`src/rtl/z88_mem_pkg.sv`:
```
// Shared definitions for the slot-0 memory path: address widths, decode
// constants, the arbiter state encoding and two small arithmetic helpers.
package z88_mem_pkg;

    // CPU/video side address is bank[7:0] + offset[13:0]; the slot-0 bus
    // itself only carries the low 19 bits.
    localparam int CPU_AW = 22;
    localparam int MEM_AW = 19;

    // Value of a[21:19] that selects each slot-0 device.
    localparam logic [2:0] SLOT0_ROM = 3'b000;
    localparam logic [2:0] SLOT0_RAM = 3'b001;

    // Read result for anything that does not hit a device.
    localparam logic [7:0] OPEN_BUS = 8'hFF;

    // Bus sequencer states.
    typedef enum logic [1:0] {
        ST_IDLE   = 2'd0,
        ST_SETUP  = 2'd1,
        ST_ACCESS = 2'd2,
        ST_DONE   = 2'd3
    } arb_state_t;

    // Number of ACCESS cycles for the direction being started.
    function automatic logic [3:0] access_cycles(
        input logic       we,
        input logic [3:0] rd_cycles,
        input logic [3:0] wr_cycles
    );
        return we ? wr_cycles : rd_cycles;
    endfunction

    // 8-bit increment that sticks at 255 instead of wrapping.
    function automatic logic [7:0] sat_inc8(input logic [7:0] value);
        return (value == 8'hFF) ? value : value + 8'd1;
    endfunction

endpackage

```
`src/rtl/slot0_decode.sv`:
```
// Slot-0 address decoder: splits a 22-bit CPU-space address into ROM/RAM
// selects and the 19-bit address that goes onto the slot-0 pins. Purely
// combinational so it can also be used by debug logic next to the blink.
module slot0_decode
    import z88_mem_pkg::*;
(
    input  logic [CPU_AW-1:0] i_addr,
    output logic              o_rom_sel,
    output logic              o_ram_sel,
    output logic [MEM_AW-1:0] o_mem_a
);

    logic [CPU_AW-MEM_AW-1:0] w_slot_bits;

    assign w_slot_bits = i_addr[CPU_AW-1:MEM_AW];

    // The selects are mutually exclusive by construction: one 3-bit field
    // can only match one constant.
    assign o_rom_sel = (w_slot_bits == SLOT0_ROM);
    assign o_ram_sel = (w_slot_bits == SLOT0_RAM);
    assign o_mem_a   = i_addr[MEM_AW-1:0];

endmodule

```
`src/rtl/slot0_mem_arbiter.sv`:
```
// Slot-0 memory arbiter. Shares the internal ROM/RAM bus between the Z80
// memory path and the screen fetch path, sequences CE/OE/WE with
// programmable wait states and returns registered read data together with
// a one-cycle acknowledge. Every bus strobe and handshake output comes
// straight from a flop so the pins are glitch-free.
module slot0_mem_arbiter
    import z88_mem_pkg::*;
#(
    parameter int RD_WAIT      = 2,
    parameter int WR_WAIT      = 2,
    parameter int VID_MAX_WAIT = 8
) (
    input  logic              mck,
    input  logic              rin_n,
    input  logic              cpu_req,
    input  logic              cpu_we,
    input  logic [CPU_AW-1:0] cpu_a,
    input  logic [7:0]        cpu_wd,
    output logic              cpu_ack,
    output logic [7:0]        cpu_rd,
    input  logic              vid_req,
    input  logic [CPU_AW-1:0] vid_a,
    output logic              vid_ack,
    output logic [7:0]        vid_rd,
    output logic [MEM_AW-1:0] mem_a,
    output logic [7:0]        mem_wd,
    output logic              ram_ce_n,
    output logic              rom_ce_n,
    output logic              mem_oe_n,
    output logic              mem_we_n,
    input  logic [7:0]        ram_do,
    input  logic [7:0]        rom_do
);

    localparam logic [3:0] RD_CYCLES     = 4'(RD_WAIT);
    localparam logic [3:0] WR_CYCLES     = 4'(WR_WAIT);
    localparam logic [7:0] VID_AGE_LIMIT = 8'(VID_MAX_WAIT);

    // Sequencer context latched at grant time.
    arb_state_t        r_state;
    logic              r_owner_vid;
    logic              r_we;
    logic              r_rom_sel;
    logic              r_ram_sel;
    logic [3:0]        r_cnt;
    logic [7:0]        r_vid_age;

    // Registered outputs.
    logic [MEM_AW-1:0] r_mem_a;
    logic [7:0]        r_mem_wd;
    logic              r_ram_ce_n;
    logic              r_rom_ce_n;
    logic              r_oe_n;
    logic              r_we_n;
    logic              r_cpu_ack;
    logic              r_vid_ack;
    logic [7:0]        r_cpu_rd;
    logic [7:0]        r_vid_rd;

    // Grant-side combinational signals.
    logic              w_any_req;
    logic              w_vid_win;
    logic [CPU_AW-1:0] w_grant_a;
    logic              w_grant_we;
    logic              w_rom_sel;
    logic              w_ram_sel;
    logic [MEM_AW-1:0] w_mem_a;
    logic              w_mapped;
    logic [7:0]        w_read_data;

    assign w_any_req = cpu_req | vid_req;

    // Video takes the bus when the CPU is quiet, or once it has been
    // passed over often enough that the screen fetch would starve.
    assign w_vid_win  = vid_req & (~cpu_req | (r_vid_age >= VID_AGE_LIMIT));
    assign w_grant_a  = w_vid_win ? vid_a : cpu_a;
    assign w_grant_we = w_vid_win ? 1'b0 : cpu_we;

    slot0_decode u_decode (
        .i_addr    (w_grant_a),
        .o_rom_sel (w_rom_sel),
        .o_ram_sel (w_ram_sel),
        .o_mem_a   (w_mem_a)
    );

    // ROM writes are not a bus cycle at all: they are completed like an
    // unmapped access so no strobe ever reaches the ROM.
    assign w_mapped = w_ram_sel | (w_rom_sel & ~w_grant_we);

    // Data source for the capture at the end of ACCESS.
    assign w_read_data = r_rom_sel ? rom_do : ram_do;

    // Bus sequencer: arbitration, strobe generation, wait counting and the
    // ack/read-data registers, all as one registered state machine.
    always_ff @(posedge mck or negedge rin_n) begin
        if (!rin_n) begin
            r_state     <= ST_IDLE;
            r_owner_vid <= 1'b0;
            r_we        <= 1'b0;
            r_rom_sel   <= 1'b0;
            r_ram_sel   <= 1'b0;
            r_cnt       <= 4'd0;
            r_mem_a     <= '0;
            r_mem_wd    <= 8'h00;
            r_ram_ce_n  <= 1'b1;
            r_rom_ce_n  <= 1'b1;
            r_oe_n      <= 1'b1;
            r_we_n      <= 1'b1;
            r_cpu_ack   <= 1'b0;
            r_vid_ack   <= 1'b0;
            r_cpu_rd    <= OPEN_BUS;
            r_vid_rd    <= OPEN_BUS;
        end else begin
            case (r_state)
                ST_IDLE: begin
                    if (w_any_req) begin
                        r_owner_vid <= w_vid_win;
                        r_we        <= w_grant_we;
                        r_mem_a     <= w_mem_a;
                        r_cnt       <= access_cycles(w_grant_we, RD_CYCLES, WR_CYCLES);
                        // Video never writes, so keep the last CPU data on
                        // the bus rather than toggling it for nothing.
                        if (!w_vid_win) begin
                            r_mem_wd <= cpu_wd;
                        end
                        if (w_mapped) begin
                            // Address/data setup cycle: chip selected, OE
                            // for reads, WE still high.
                            r_rom_sel  <= w_rom_sel;
                            r_ram_sel  <= w_ram_sel;
                            r_rom_ce_n <= ~w_rom_sel;
                            r_ram_ce_n <= ~w_ram_sel;
                            r_oe_n     <= w_grant_we;
                            r_state    <= ST_SETUP;
                        end else begin
                            // Unmapped or ROM write: finish immediately,
                            // reads return the open-bus value.
                            r_rom_sel <= 1'b0;
                            r_ram_sel <= 1'b0;
                            if (w_vid_win) begin
                                r_vid_ack <= 1'b1;
                                r_vid_rd  <= OPEN_BUS;
                            end else begin
                                r_cpu_ack <= 1'b1;
                                if (!cpu_we) begin
                                    r_cpu_rd <= OPEN_BUS;
                                end
                            end
                            r_state <= ST_DONE;
                        end
                    end
                end

                ST_SETUP: begin
                    // WE drops for the whole ACCESS window on writes.
                    r_we_n  <= ~r_we;
                    r_state <= ST_ACCESS;
                end

                ST_ACCESS: begin
                    if (r_cnt <= 4'd1) begin
                        // Last access edge: release every strobe, capture
                        // read data and acknowledge the owner. Address and
                        // write data stay put as hold time.
                        r_rom_ce_n <= 1'b1;
                        r_ram_ce_n <= 1'b1;
                        r_oe_n     <= 1'b1;
                        r_we_n     <= 1'b1;
                        if (r_owner_vid) begin
                            r_vid_ack <= 1'b1;
                            r_vid_rd  <= w_read_data;
                        end else begin
                            r_cpu_ack <= 1'b1;
                            if (!r_we) begin
                                r_cpu_rd <= w_read_data;
                            end
                        end
                        r_state <= ST_DONE;
                    end else begin
                        r_cnt <= r_cnt - 4'd1;
                    end
                end

                ST_DONE: begin
                    r_cpu_ack <= 1'b0;
                    r_vid_ack <= 1'b0;
                    r_state   <= ST_IDLE;
                end

                default: begin
                    r_state <= ST_IDLE;
                end
            endcase
        end
    end

    // Video starvation counter: ages while the CPU holds or wins the bus
    // with video waiting, resets as soon as video is served or withdraws.
    always_ff @(posedge mck or negedge rin_n) begin
        if (!rin_n) begin
            r_vid_age <= 8'd0;
        end else if (!vid_req) begin
            r_vid_age <= 8'd0;
        end else if (r_state == ST_IDLE) begin
            if (w_vid_win) begin
                r_vid_age <= 8'd0;
            end else begin
                r_vid_age <= sat_inc8(r_vid_age);
            end
        end else if (!r_owner_vid) begin
            r_vid_age <= sat_inc8(r_vid_age);
        end
    end

    assign mem_a    = r_mem_a;
    assign mem_wd   = r_mem_wd;
    assign ram_ce_n = r_ram_ce_n;
    assign rom_ce_n = r_rom_ce_n;
    assign mem_oe_n = r_oe_n;
    assign mem_we_n = r_we_n;
    assign cpu_ack  = r_cpu_ack;
    assign cpu_rd   = r_cpu_rd;
    assign vid_ack  = r_vid_ack;
    assign vid_rd   = r_vid_rd;

endmodule

```
`config.mk`:
```
export PLATFORM = sky130hd
export DESIGN_NAME = slot0_mem_arbiter
export DESIGN_NICKNAME = d
export VERILOG_FILES = /design/src/rtl/z88_mem_pkg.sv /design/src/rtl/slot0_decode.sv /design/src/rtl/slot0_mem_arbiter.sv
export SDC_FILE = /design/constraint.sdc
export NUM_CORES = 1
export LEC_CHECK = 0
export BUFFER_PORTS_ARGS = -buffer_cell sky130_fd_sc_hd__buf_2
export CAP_MARGIN = 20
export CORE_MARGIN = 2
export CORE_UTILIZATION = 45
export CTS_CLUSTER_DIAMETER = 60
export DETAILED_ROUTE_END_ITERATION = 10
export GPL_TIMING_DRIVEN = 0
export PLACE_DENSITY = 0.78
export SLEW_MARGIN = 15
export SYNTH_ARGS = -nofsm -noshare
export SYNTH_HDL_FRONTEND = slang
export SYNTH_SLANG_ARGS = --single-unit
```
`constraint.sdc`:
```
create_clock -name mck -period 2.7 [get_ports mck]
set_input_delay 0.54 -clock mck [delete_from_list [all_inputs] [get_ports mck]]
set_output_delay 0.54 -clock mck [all_outputs]
set_load 0.02 [all_outputs]
```
==> impl_metrics.ini <==
[floorplan]
coreArea_mm2 = 0.00725
fp.dieH_um = 90.5
num_io_pins = 122
start_util_pct = 46.4
dieWidth_um = 90.5
std_cell_rows = 31
dieArea_mm2 = 0.00819

[sta]
grt_setup_unrepaired = no
period_minus_slack_ns = 2.35
fin_crit_sh_pct = 86.9
drv_slew = 0
setup_tns_ns = 0
hold_viol = 0
tightest_slew_ns = 0.631
setup_viol = 0
clock_skew_ns = 0.0115
maxSlewHeadroom_pct = 57.9
fmax_mhz = 426

[worst_setup_path]
critPathMaxFanout = 6
rrSetupSlack_ns = 0.35
rr_endpoint = mem_oe_n$_DFFE_PN1P_
reg2reg_depth = 7
slowest_delay_ns = 0.43
cp-endpoint = mem_oe_n$_DFFE_PN1P_
startpoint_type = flip-flop
r2r_start = r_cnt[0]$_DFFE_PN0P_
startpoint = r_cnt[0]$_DFFE_PN0P_
cpMaxStageDelayCell = dfrtp_1
critPathRequiredTime_ns = 2.96
path_cells = inv_1 -> ha_1 -> nor2_1 -> o31ai_2 -> nand2_1 -> nor4_4 -> mux2_1
crit_arrival_ns = 2.61
endpoint_kind = flip-flop
critical_path_class = flip-flop to flip-flop

[clocking]
htree_levels = 3
ctsResizeCount = 0
ctsHoldBuffers = 0
clock_path_buffers = 2
clock_sinks = 66
clock_latency_ns = 0.34
cts_buffers = 9
cts_setup_buffers = 0
cts_root_buf = clkbuf_8
cts_tree = built
clkTransAtPathRegs_ns = 0.08

[grt]
grt_pass1_wl_um = 12800
antenna_found_initial = 0
grt_max_degree = 54
grt-ovfl-total = 0
grt_usage_pct = 19.5
grt_pass1_vias = 2771

[final_layout]
multiInputGateArea_mm2 = 0.00157
n_antenna_cell = 0
drive_gt1_share_pct = 45.4
synthToLayoutAreaGrowth_pct = 29.3
fillers = 638
seq_area_mm2 = 0.00168
fin_nets = 517

[placement]
gp_congestion = 0.870
post-dp-hpwl_um = 5910
numPortBuffers = 121

[pwr]
leakagePower_nw = 2.09
powerDensity_mw_per_mm2 = 1140
peakVddDrop_mv = 0.603
totalPowerFinal_mw = 4.97

[run]
cap_viol_max_count = 0

[min_path]
hp-class = input port to async pin

[yosys]
netlist.area_leader.share_pct = 34.2
yosysWarnings = 0
synthesis.area_mm2 = 0.00337
syn_area_per_cell_um2 = 11.1
synth-seq-cells = 66
synth_top_cell_by_area = dfrtp_1
ys_seq_area_share_pct = 49.8
ys_top_cells_by_area = dfrtp_1 (34%), dfstp_2 (16%), mux2i_1 (8.9%)
synth_cell_types = 50
syn_nets = 384
syn_inst = 303

[run_status]
outcome = finished, final reports clean

[routing]
via_per_inst = 5.12
ant_nets = 0
wire_per_inst_um = 14.3
firstDrtPassIters = 4
dr_total_vias = 2767
drtIter0Drc = 94
post-route-drc-count = 0
drt_wl_total_um = 7700
==> through the flow <==
step	instances	util, %	setup slack, ns	area [um^2]	hold slack, ns
global placement	523	56.5	0.421	4100	0.449
floorplan	303	-	0.660	3370	0.244
finish	540	60.0	0.353	4350	0.0487
CTS	540	60.0	0.347	4350	0.0421
global route	540	60.0	0.217	4350	0.0504
detailed placement	524	56.9	0.376	4130	0.411
==> registers in the layout, summed over array words and instances, names as in the netlist <==
signal	cells
r_owner_vid	1
ram_ce_n	1
vid_rd	8
r_vid_age	8
vid_ack	1
mem_we_n	1
rom_ce_n	1
cpu_rd	8
mem_oe_n	1
r_we	1
r_rom_sel	1
r_cnt	4
r_state	2
cpu_ack	1
mem_wd	8
mem_a	19
==> worst max-delay path, delay by kind of cell (launching register included) <==
family,cells,cell delay [ns]
and+or+nand+nor,3,0.80
muxes,1,0.35
AOI/OAI and AO/OA,1,0.36
DFF,1,0.43
buffers and inverters,1,0.12
adders and majority gates,1,0.21
==> power by group <==
part / total, mW / internal [mW] / leakage, nW / switching (mW)
Combinational: 2.36 / 0.954 / 1.20 / 1.40
Clock: 0.935 / 0.547 / 0.109 / 0.389
Sequential: 1.68 / 1.46 / 0.783 / 0.223
==> layout by cell type, fill, tap and decap left out, drive strengths merged, types with 3 or more instances in the layout <==
cell	Yosys	routed
a21o	3	3
a21oi	9	9
a31oi	3	3
a32oi	4	4
buf	6	128
clkbuf	6	16
dfrtp	46	46
dfstp	20	20
ha	8	8
inv	14	15
mux2	26	26
mux2i	30	30
nand2	45	45
nand2b	3	3
nand3	3	3
nand3b	3	3
nor2	11	11
nor3	3	3
nor4	4	4
o21ai	30	30
==> worst min-delay path by stage <==
stage	startpoint	to	cells past startpoint
floorplan	rin_n	cpu_ack$_DFFE_PN0P_	0
global placement	mem_a[16]$_DFFE_PN0P_	mem_a[16]$_DFFE_PN0P_	2
global route	rin_n	mem_a[17]$_DFFE_PN0P_	1
CTS	rin_n	mem_a[5]$_DFFE_PN0P_	1
finish	rin_n	mem_a[8]$_DFFE_PN0P_	1
detailed placement	rin_n	mem_a[17]$_DFFE_PN0P_	1
==> metal layers <==
metal | share of wire [%] | vias to the layer above | global-route usage [%]
met1 | 42 | 1304 | 23.6
li1 | - | 1350 | -
met3 | 7.6 | 7 | 5.18
met5 | 0 | - | 0
met4 | 1.5 | 0 | 7.82
met2 | 49 | 106 | 32.9
==> Yosys cell counts, drive strengths merged <==
cell type	number
and3b	1
nor2	11
and2	2
xnor2	2
nand4b	2
dfrtp	46
a2111oi	1
and3	2
clkbuf	6
o221ai	1
mux2i	30
ha	8
nor3	3
nand2	45
o22ai	2
a31oi	3
o21ai	30
buf	6
a32oi	4
nand3b	3
o21bai	1
o21a	1
inv	14
a311oi	1
nand2b	3
nand3	3
a22oi	1
o31ai	2
mux2	26
o32a	2
or3	2
nand4	2
nor4	4
dfstp	20
or4	1
a21oi	9
a21o	3
==> kinds of logic after synthesis <==
group           Yosys count  share of synthesized area (%)
fa+ha+maj                 8                           2.97
simple gates             84                           13.5
buf+inv                  26                           3.71
xor+xnor                  2                          0.520
flops                    66                           49.8
mux                      56                           17.6
compound gates           61                           11.9
==> cell type report <==
cell class                 count  area share [%]
clock inverter                 6            2.04
clock buffer                  10            3.16
timing repair buffer         122            14.6
multi-input combinational    211            36.0
sequential                    66            38.5
inverter                      14            1.21
tap                           99            2.84
buffer                        12            1.67
No activity file was read; power rests on OpenSTA's default activity.
